**src/rtl/shift_sched.sv**
```systemverilog
// shift_sched -- pairs per-packet shift commands with the head slice stream.
//
// A small command FIFO holds {head shift, meta shift} pairs produced by the
// parse lookup. Each packet start on the slice stream pops one command. The
// shift amounts are latched and held for the whole packet. Slice tags are
// forwarded to the shifter one cycle after acceptance.
//
// Ports
//   i_clk, i_rst                  clock; asynchronous active-high reset
//   i_cmd_valid/_headShift/_metaShift, o_cmd_ready
//                                 command push interface (FIFO not full)
//   i_slice_valid/_start/_tail, o_slice_ready
//                                 upstream head slice stream tags
//   o_slice_valid/_start/_tail    registered tags toward the shifter
//   o_headShift, o_metaShift      shift amounts, valid with o_slice_start
//   o_err                         one-cycle protocol error pulse
//   o_pktCnt                      packets launched (commands popped), wraps
module shift_sched #(
  parameter int HEAD_SHIFT_W = 4,
  parameter int META_SHIFT_W = 3,
  parameter int CMD_DEPTH    = 4
) (
  input  logic                    i_clk,
  input  logic                    i_rst,
  input  logic                    i_cmd_valid,
  input  logic [HEAD_SHIFT_W-1:0] i_cmd_headShift,
  input  logic [META_SHIFT_W-1:0] i_cmd_metaShift,
  output logic                    o_cmd_ready,
  input  logic                    i_slice_valid,
  input  logic                    i_slice_start,
  input  logic                    i_slice_tail,
  output logic                    o_slice_ready,
  output logic                    o_slice_valid,
  output logic                    o_slice_start,
  output logic                    o_slice_tail,
  output logic [HEAD_SHIFT_W-1:0] o_headShift,
  output logic [META_SHIFT_W-1:0] o_metaShift,
  output logic                    o_err,
  output logic [15:0]             o_pktCnt
);

  localparam int PTR_W = (CMD_DEPTH > 1) ? $clog2(CMD_DEPTH) : 1;
  localparam int CNT_W = PTR_W + 1;
  localparam int CMD_W = HEAD_SHIFT_W + META_SHIFT_W;

  typedef enum logic [1:0] {
    S_IDLE     = 2'd0,
    S_WAIT_CMD = 2'd1,
    S_PASS     = 2'd2
  } state_t;

  // ---------------------------------------------------------------------
  // Command FIFO
  // ---------------------------------------------------------------------
  logic [CMD_W-1:0] mem_q [CMD_DEPTH];
  logic [PTR_W-1:0] wr_ptr_q, wr_ptr_d;
  logic [PTR_W-1:0] rd_ptr_q, rd_ptr_d;
  logic [CNT_W-1:0] count_q, count_d;

  logic             fifo_full;
  logic             fifo_empty;
  logic             push;
  logic             pop;
  logic [CMD_W-1:0] rd_cmd;

  // Full/empty come from the registered occupancy only, so a push offered
  // while full is refused even if a pop happens in the same cycle, and a
  // freshly pushed command is not visible to the pop side until next cycle.
  assign fifo_full   = (count_q == CNT_W'(CMD_DEPTH));
  assign fifo_empty  = (count_q == '0);
  assign push        = i_cmd_valid & ~fifo_full;
  assign o_cmd_ready = ~fifo_full;
  assign rd_cmd      = mem_q[rd_ptr_q];

  always_comb begin
    wr_ptr_d = wr_ptr_q + PTR_W'(push);
    rd_ptr_d = rd_ptr_q + PTR_W'(pop);
    count_d  = count_q + CNT_W'(push) - CNT_W'(pop);
  end

  // Storage carries no reset; the pointers and count define what is valid.
  always_ff @(posedge i_clk) begin
    if (push) begin
      mem_q[wr_ptr_q] <= {i_cmd_headShift, i_cmd_metaShift};
    end
  end

  always_ff @(posedge i_clk or posedge i_rst) begin
    if (i_rst) begin
      wr_ptr_q <= '0;
      rd_ptr_q <= '0;
      count_q  <= '0;
    end else begin
      wr_ptr_q <= wr_ptr_d;
      rd_ptr_q <= rd_ptr_d;
      count_q  <= count_d;
    end
  end

  // ---------------------------------------------------------------------
  // Packet state machine
  // ---------------------------------------------------------------------
  state_t state_q, state_d;
  state_t start_target;
  logic   slice_start;
  logic   slice_ready;
  logic   fwd;
  logic   drop_err;
  logic   pkt_err;

  assign slice_start = i_slice_valid & i_slice_start;

  // Where a packet start leads: stall if no command yet, otherwise launch
  // (a single-slice packet goes straight back to IDLE).
  assign start_target = fifo_empty ? S_WAIT_CMD :
                        (i_slice_tail ? S_IDLE : S_PASS);

  always_ff @(posedge i_clk or posedge i_rst) begin
    if (i_rst) begin
      state_q <= S_IDLE;
    end else begin
      state_q <= state_d;
    end
  end

  always_comb begin
    state_d = state_q;
    case (state_q)
      S_IDLE: begin
        if (slice_start) state_d = start_target;
      end
      S_WAIT_CMD: begin
        if (!fifo_empty) state_d = slice_start ? start_target : S_IDLE;
      end
      S_PASS: begin
        if (slice_start) begin
          state_d = start_target;
        end else if (i_slice_valid && i_slice_tail) begin
          state_d = S_IDLE;
        end
      end
      default: state_d = S_IDLE;
    endcase
  end

  always_comb begin
    slice_ready = 1'b1;
    fwd         = 1'b0;
    drop_err    = 1'b0;
    pkt_err     = 1'b0;
    case (state_q)
      S_IDLE: begin
        if (slice_start) begin
          slice_ready = ~fifo_empty;
          fwd         = ~fifo_empty;
        end else if (i_slice_valid) begin
          drop_err = 1'b1;  // body slice with no packet open: swallow it
        end
      end
      S_WAIT_CMD: begin
        if (fifo_empty) begin
          slice_ready = 1'b0;
        end else if (slice_start) begin
          fwd = 1'b1;
        end else if (i_slice_valid) begin
          drop_err = 1'b1;
        end
      end
      S_PASS: begin
        if (slice_start) begin
          // Unexpected start: flag it and restart on the new packet.
          pkt_err     = 1'b1;
          slice_ready = ~fifo_empty;
          fwd         = ~fifo_empty;
        end else begin
          fwd = i_slice_valid;
        end
      end
      default: slice_ready = 1'b1;
    endcase
  end

  assign o_slice_ready = slice_ready;
  assign pop           = fwd & i_slice_start;

  // ---------------------------------------------------------------------
  // Registered outputs
  // ---------------------------------------------------------------------
  logic                    slice_valid_q, slice_valid_d;
  logic                    slice_start_q, slice_start_d;
  logic                    slice_tail_q, slice_tail_d;
  logic                    err_q, err_d;
  logic [HEAD_SHIFT_W-1:0] head_q, head_d;
  logic [META_SHIFT_W-1:0] meta_q, meta_d;
  logic [15:0]             pkt_cnt_q, pkt_cnt_d;

  always_comb begin
    slice_valid_d = fwd;
    slice_start_d = fwd & i_slice_start;
    slice_tail_d  = fwd & i_slice_tail;
    err_d         = drop_err | pkt_err;
    head_d        = head_q;
    meta_d        = meta_q;
    pkt_cnt_d     = pkt_cnt_q;
    if (pop) begin
      head_d    = rd_cmd[CMD_W-1:META_SHIFT_W];
      meta_d    = rd_cmd[META_SHIFT_W-1:0];
      pkt_cnt_d = pkt_cnt_q + 16'd1;
    end
  end

  always_ff @(posedge i_clk or posedge i_rst) begin
    if (i_rst) begin
      slice_valid_q <= 1'b0;
      slice_start_q <= 1'b0;
      slice_tail_q  <= 1'b0;
      err_q         <= 1'b0;
      head_q        <= '0;
      meta_q        <= '0;
      pkt_cnt_q     <= '0;
    end else begin
      slice_valid_q <= slice_valid_d;
      slice_start_q <= slice_start_d;
      slice_tail_q  <= slice_tail_d;
      err_q         <= err_d;
      head_q        <= head_d;
      meta_q        <= meta_d;
      pkt_cnt_q     <= pkt_cnt_d;
    end
  end

  assign o_slice_valid = slice_valid_q;
  assign o_slice_start = slice_start_q;
  assign o_slice_tail  = slice_tail_q;
  assign o_err         = err_q;
  assign o_headShift   = head_q;
  assign o_metaShift   = meta_q;
  assign o_pktCnt      = pkt_cnt_q;

endmodule

```
**config.mk**
```make
export PLATFORM = sky130hd
export DESIGN_NAME = shift_sched
export DESIGN_NICKNAME = d
export VERILOG_FILES = /design/src/rtl/shift_sched.sv
export SDC_FILE = /design/constraint.sdc
export NUM_CORES = 1
export LEC_CHECK = 0
export CORE_AREA = 2 2 78 80
export CTS_CLUSTER_DIAMETER = 200
export DETAILED_ROUTE_END_ITERATION = 6
export DIE_AREA = 0 0 80 82
export DONT_BUFFER_PORTS = 1
export HOLD_SLACK_MARGIN = 0.1
export PLACE_DENSITY = 0.74
export SLEW_MARGIN = 25
export SYNTH_ARGS = -nofsm -noshare
export SYNTH_HDL_FRONTEND = slang
export SYNTH_SLANG_ARGS = --single-unit
```
**constraint.sdc**
```tcl
create_clock -name i_clk -period 3.3 [get_ports i_clk]
set_clock_uncertainty 0.2 [all_clocks]
set_input_delay 0.165 -clock i_clk [delete_from_list [all_inputs] [get_ports i_clk]]
set_output_delay 0.165 -clock i_clk [all_outputs]
set_load 0.02 [all_outputs]
```
==> metrics.cfg, run 1 <==
[hold_path]
hold_class=primary input to asynchronous set/reset pin

[worst_setup_path]
crit_slowest_cell=dfrtp_1
worstPathCellList=inv_1, ha_1, nor3_4, nor3_4, ha_1, inv_1, ha_1, inv_1, fa_1, xnor2_1, xnor2_1
critical_path_class=flip-flop to flip-flop
worst_setup_path_start_kind=flip-flop
critPathMaxStageDelay_ns=0.41
worstSetupEndpointType=flip-flop
path_max_fanout=7
crit_arrival_ns=2.74
path_buf_inv=3
crit_family=adder cells
required_ns=3.32

[drt]
wl_mm=4.54
wl_per_cell_um=16.1
dr.pass1.iters=4
first_iter_violations=56
route.vias.total=1488
ant_nets=0
drc=0
viasPerCell=5.26

[final_layout]
area_growth_pct=17.3
final_cell_mix=dfrtp_1, edfxtp_1, xnor2_1, dlygate4sd3_1, nand2_1
layout_commonest_cell=dfrtp_1
finalInstanceArea_um2=3230
drive_above_1_share=0.207
fin_nets=226
antenna_cells=0
num-fill-cells=485

[global_routing]
grt_busiest_layer=met2
gr-usage-met2=0.258
grt_max_degree=37
antenna_found_initial=0
grtUsageTotal=0.159
grt_pass1_wl_mm=7.47
grtUsageMet1=0.186
use_met3=0.0505
grt_pass1_vias=1502
grt-ovfl-total=0

[status]
status=complete, no violations

[placement]
dpl_cell_area_um2=2870
hpwl_mm=3.15
place.gp.congestion=0.791
io_buffer_count=0

[yosys]
ys_seq_area_frac=0.632
synth_nets=199
synth_cells=176
synth_cell_types=37
synth_top_cell_area_share=0.327
synth_ff_type=dfrtp_1
synth_warnings=0
yosysTopAreaCell=dfrtp_1
ys_seq_elements=64
synth_edf_count=28
ys_top_cells_by_area=dfrtp_1, edfxtp_1, mux4_2, xnor2_1, ha_1
syn_area_per_cell_um2=15.7
async_reset_ff_frac=0.563
synth_area_um2=2760

[clock_tree]
clk-insertion-delay-late_ns=0.34
clockBufferDepth=2
htree_levels=3
cts_tree=done
path_clk_slew_ns=0.08
postCtsSetupRepairBufs=0
cts.sinks=64
root_buffer=clkbuf_8
cts_buffers=9

[floorplanning]
die_x_um=80
die_area_um2=6560
io_pins=42
row_count=28
start_util=0.480
core_um2=5750
die_h_um=82

[sta]
finalCritPeriodShare=0.826
setup_violations=0
fin_setup_tns_ns=0
slew_headroom=0.681
slew_violations=0
period_minus_slack_ns=2.72
clock.fmax_mhz=367
finalHoldViolations=0
worst-slew-pin-transition_ns=0.477
rsz0062_at_grt=no

[pwr]
vdd_ir_drop_max_mv=0.398
leakage_nw=1.29
power_density_nw_per_um2=884
power_w=0.00286

[job]
maxCapViolCount=0

-- Yosys cell counts, types with 2 or more instances --
| library cell | n |
|---|---|
| mux4_2 | 7 |
| nand3_1 | 5 |
| nor3b_1 | 2 |
| nand2_1 | 12 |
| ha_1 | 9 |
| and3_1 | 3 |
| dfrtp_1 | 36 |
| a21oi_1 | 2 |
| mux2_4 | 6 |
| nor3_1 | 2 |
| nor3_4 | 3 |
| a32o_1 | 2 |
| xnor2_1 | 15 |
| nand4_1 | 5 |
| o21ai_0 | 2 |
| xor2_1 | 4 |
| nor2_1 | 5 |
| mux2_2 | 2 |
| inv_1 | 9 |
| edfxtp_1 | 28 |
-- metal layers --
metal,vias up,routed length [um]
met3,7,215
met2,35,2310
li1,704,-
met5,-,0
met4,0,77
met1,742,1940
-- through the flow --
step | worst slack, ns | cells | hold slack, ns | util
after floorplan | 0.553 | 176 | 0.0639 | -
after global placement | 0.647 | 253 | -0.0126 | 0.499
after detailed placement | 0.563 | 253 | -0.00133 | 0.499
after CTS | 0.547 | 283 | 0.169 | 0.563
after global routing | 0.397 | 283 | 0.226 | 0.563
final | 0.576 | 283 | 0.167 | 0.563
-- final cells by class --
type | count | area, um2 | area share
repair buffers | 19 | 178 | 0.0550
multi-input cells | 100 | 960 | 0.297
well taps | 75 | 93.8 | 0.0290
clock buffers | 9 | 124 | 0.0383
inverters | 9 | 33.8 | 0.0104
clock inverters | 7 | 103 | 0.0317
flip-flops and latches | 64 | 1740 | 0.539
-- cells by family (layout without fill, tap and decap cells) --
family                     Yosys count  after routing  share of synthesized area
xor gates and xnor gates            19             19                     0.0604
AOI/OAI and AO/OA                   10             10                     0.0259
buffers and inverters               12             44                     0.0195
adders and majority gates           10             10                     0.0481
DFF                                 64             64                      0.632
muxes                               15             15                     0.0981
and+or+nand+nor                     46             46                      0.116
-- repair_timing --
action	in CTS	in global routing
resized for setup	0	0
hold buffers	14	0
hold endpoints to repair	84	0
-- sequential cells by signal (all words and copies together), names as in the netlist --
signal         count
state_q            2
o_metaShift        3
o_headShift        4
o_slice_tail       1
o_slice_valid      1
rd_ptr_q           2
wr_ptr_q           2
count_q            3
mem_q             28
o_pktCnt          16
o_slice_start      1
o_err              1
-- power by group --
part	leakage, nW	internal (W)	switching [W]
sequential	0.715	0.00105	0.000320
clock	0.110	0.000433	0.000320
combinational	0.464	0.000392	0.000339
total	1.29	0.00188	0.000979
-- worst reg2reg max path, cell delays in order, from the launching register on --
cell and delay, ns:
dfrtp_1 0.41, inv_1 0.08, ha_1 0.28, nor3_4 0.38
nor3_4 0.08, ha_1 0.30, inv_1 0.05, ha_1 0.13
inv_1 0.05, fa_1 0.37, xnor2_1 0.15, xnor2_1 0.13
-- final timing paths --
| kind | from | depth (start not counted) | slack [ns] | end |
|---|---|---|---|---|
| worst min-delay path | i_rst | 3 | 0.17 | o_pktCnt[0]$_DFFE_PP0P_ |
| max in group asynchronous | i_rst | 3 | 2.41 | count_q[1]$_DFF_PP0_ |
| worst max register to register | state_q[0]$_DFFE_PP0P_ | 11 | 0.58 | count_q[2]$_DFF_PP0_ |
| worst min register to register | wr_ptr_q[1]$_DFF_PP0_ | 1 | 0.35 | wr_ptr_q[1]$_DFF_PP0_ |
| min in group i_clk | i_cmd_headShift[0] | 1 | 0.32 | mem_q[1][3]$_DFFE_PP_ |
| worst max-delay path | state_q[0]$_DFFE_PP0P_ | 11 | 0.58 | count_q[2]$_DFF_PP0_ |
Power figures use the tool's default switching activity.
==> run 2: changes to the inputs <==
Settings changed: PLACE_DENSITY 0.74 to 0.77.
Clock period 3.3 ns to 2.4 ns, I/O delays scaled along.
==> run 2 against run 1 <==
Compared with the run above: register-to-register slack got worse by 0.55 ns; worst setup slack got worse by 0.55 ns; cell count grew 4.2%; worst hold slack lost 0.038 ns; count of clock-buffer cells in the layout is 2 higher; power up 44%; critical path depth decreased by 1.
==> metrics.cfg, run 2 (same netlist as run 1, synthesis figures left out) <==
[placement]
dpl_cell_area_um2=3020  ; +5.4%
io_buffer_count=0  ; unchanged
place.gp.congestion=0.769  ; -2.9%
hpwl_mm=3.39  ; +7.6%

[drt]
routed-wl-met2_mm=2.64  ; +14%
highest_layer=met4
m1WireLength_mm=2.13  ; +9.6%
wl_mm=5.05  ; +11%
ant_nets=0  ; unchanged
first_iter_violations=37  ; -34%
wl_met3_um=230  ; +7.0%
wl_per_cell_um=17.1  ; +6.6%
dr.pass1.iters=4  ; unchanged
route.vias.total=1581  ; +6.3%
drc=0  ; unchanged
viasPerCell=5.36  ; +1.9%

[clock_tree]
cts_tree=done
root_buffer=clkbuf_8
htree_levels=3  ; unchanged
cts_buffers=9  ; unchanged
clockBufferDepth=2  ; unchanged
path_clk_slew_ns=0.08  ; about the same
postCtsSetupRepairBufs=0  ; unchanged
cts.sinks=64  ; unchanged
clk-insertion-delay-late_ns=0.33  ; about the same

[final_layout]
final_util=0.590  ; +0.0272
antenna_cells=0  ; unchanged
top_register=mem_q
final_cell_mix=dfrtp_1, edfxtp_1, buf_4, xnor2_1, dlygate4sd3_1
layout_commonest_cell=dfrtp_1
drive_above_1_share=0.305  ; +0.0978
largest_reg_flops=28  ; unchanged
area_growth_pct=23.0
finalInstanceArea_um2=3390  ; +4.8%
fin_nets=238  ; +5.3%

[worst_setup_path]
worst_setup_path_start_kind=flip-flop
reg2reg_to=count_q[2]$_DFF_PP0_
crit_arrival_ns=2.39  ; -0.35 ns
path_max_fanout=4  ; -3
rr_worst_depth=10  ; -1
endpoint=count_q[2]$_DFF_PP0_
required_ns=2.42  ; -0.90 ns
critical_path_class=flip-flop to flip-flop
rrSetupSlack_ns=0.02  ; -0.55 ns
worstSetupEndpointType=flip-flop
worstReg2RegStart=state_q[1]$_DFFE_PP0P_
cp-startpoint=state_q[1]$_DFFE_PP0P_

[global_routing]
grt_max_degree=37  ; unchanged
grt_pass1_wl_mm=7.89  ; +5.6%
grt-ovfl-total=0  ; unchanged
antenna_found_initial=0  ; unchanged
grt_pass1_vias=1563  ; +4.1%
grtUsageTotal=0.165  ; +0.00653

[pwr]
clock_power_share=0.223  ; -0.040
intPower_w=0.00267  ; +42%
p_switching_w=0.00144  ; +47%
power_w=0.00411  ; +44%
leakage_nw=1.33  ; +3.4%
swShare=0.349  ; +0.00648
comb_power_share=0.313  ; +0.057
seqPwrFrac=0.464  ; -0.017
vdd_ir_drop_max_mv=0.552  ; +39%
power_density_nw_per_um2=1210  ; +37%

[floorplanning]
core_um2=5750  ; unchanged
start_util=0.480  ; unchanged
die_area_um2=6560  ; unchanged
die_x_um=80  ; unchanged
row_count=28  ; unchanged
io_pins=42  ; unchanged
die_h_um=82  ; unchanged

[sta]
slew_violations=0  ; unchanged
setup_violations=0  ; unchanged
timing.hold.ws_ns=0.128  ; -0.0384 ns
slew_headroom=0.675  ; -0.00589
period_minus_slack_ns=2.38  ; -0.348 ns
finalHoldViolations=0  ; unchanged
worst-slew-pin-transition_ns=0.487  ; +0.0104 ns
rsz0062_at_grt=yes
finalCritPeriodShare=0.990  ; +0.165
clock.fmax_mhz=421  ; +15%

[hold_path]
hold_class=primary input to asynchronous set/reset pin

[job]
maxCapViolCount=0  ; unchanged

[status]
status=complete, no violations

==> run 2: critical path, stage by stage, from the launching register on <==
cell and delay, ns:
dfrtp_2 0.46, ha_4 0.18, nand3b_4 0.16, nor3_4 0.22, ha_4 0.23, inv_4 0.05
ha_4 0.11, inv_2 0.03, fa_2 0.34, xnor2_2 0.15, xnor2_1 0.12
==> run 2: cell type report <==
type / count / area, um2
well taps: 75 / 93.8
repair buffers: 31 / 272
fillers: 451 / 2360
multi-input cells: 100 / 1040
inverters: 9 / 36.3
flip-flops and latches: 64 / 1740
clock inverters: 5 / 57.6
clock buffers: 11 / 141
==> run 2: per-layer routing <==
metal / up-vias / GRT usage
li1: 730 / -
met1: 810 / 0.199
met2: 37 / 0.267
met3: 4 / 0.0659
met4: 0 / 0.0661
met5: - / 0
==> run 2: power by group through the flow <==
stage               registers (W)  logic, W  clock network [W]
floorplan                 0.00180  0.000953                  0
global placement          0.00191   0.00115                  0
detailed placement        0.00192   0.00121                  0
CTS                       0.00191   0.00125           0.000938
global route              0.00196   0.00139           0.000996
finish                    0.00190   0.00129           0.000917
==> run 2: how the worst min path moves through the flow <==
stage | cells after the start | to | slack (ns) | from
after floorplan | 0 | mem_q[0][0]$_DFFE_PP_ | 0.02 | i_cmd_metaShift[0]
after global routing | 3 | o_headShift[2]$_DFFE_PP0P_ | 0.20 | i_rst
after CTS | 3 | o_headShift[2]$_DFFE_PP0P_ | 0.14 | i_rst
after global placement | 2 | o_metaShift[1]$_DFFE_PP0P_ | -0.05 | i_rst
after detailed placement | 2 | o_metaShift[1]$_DFFE_PP0P_ | -0.05 | i_rst
final | 3 | o_headShift[2]$_DFFE_PP0P_ | 0.13 | i_rst
==> run 2: through the flow <==
step | setup slack (ns) | cells | setup TNS (ns)
finish | 0.0232 | 295 | 0
global route | -0.0346 | 295 | -0.0346
CTS | 0.00955 | 295 | 0
detailed placement | -0.0240 | 265 | -0.0240
global placement | 0.0323 | 265 | 0
floorplan | -0.193 | 176 | -0.294
==> run 2: what timing repair did <==
action,CTS,global route
endpoints found under the hold margin,85,0
cloned,0,0
endpoints found under the setup margin,1,1
pin swaps,3,2
hold buffers,14,0
gates resized for setup,2,4
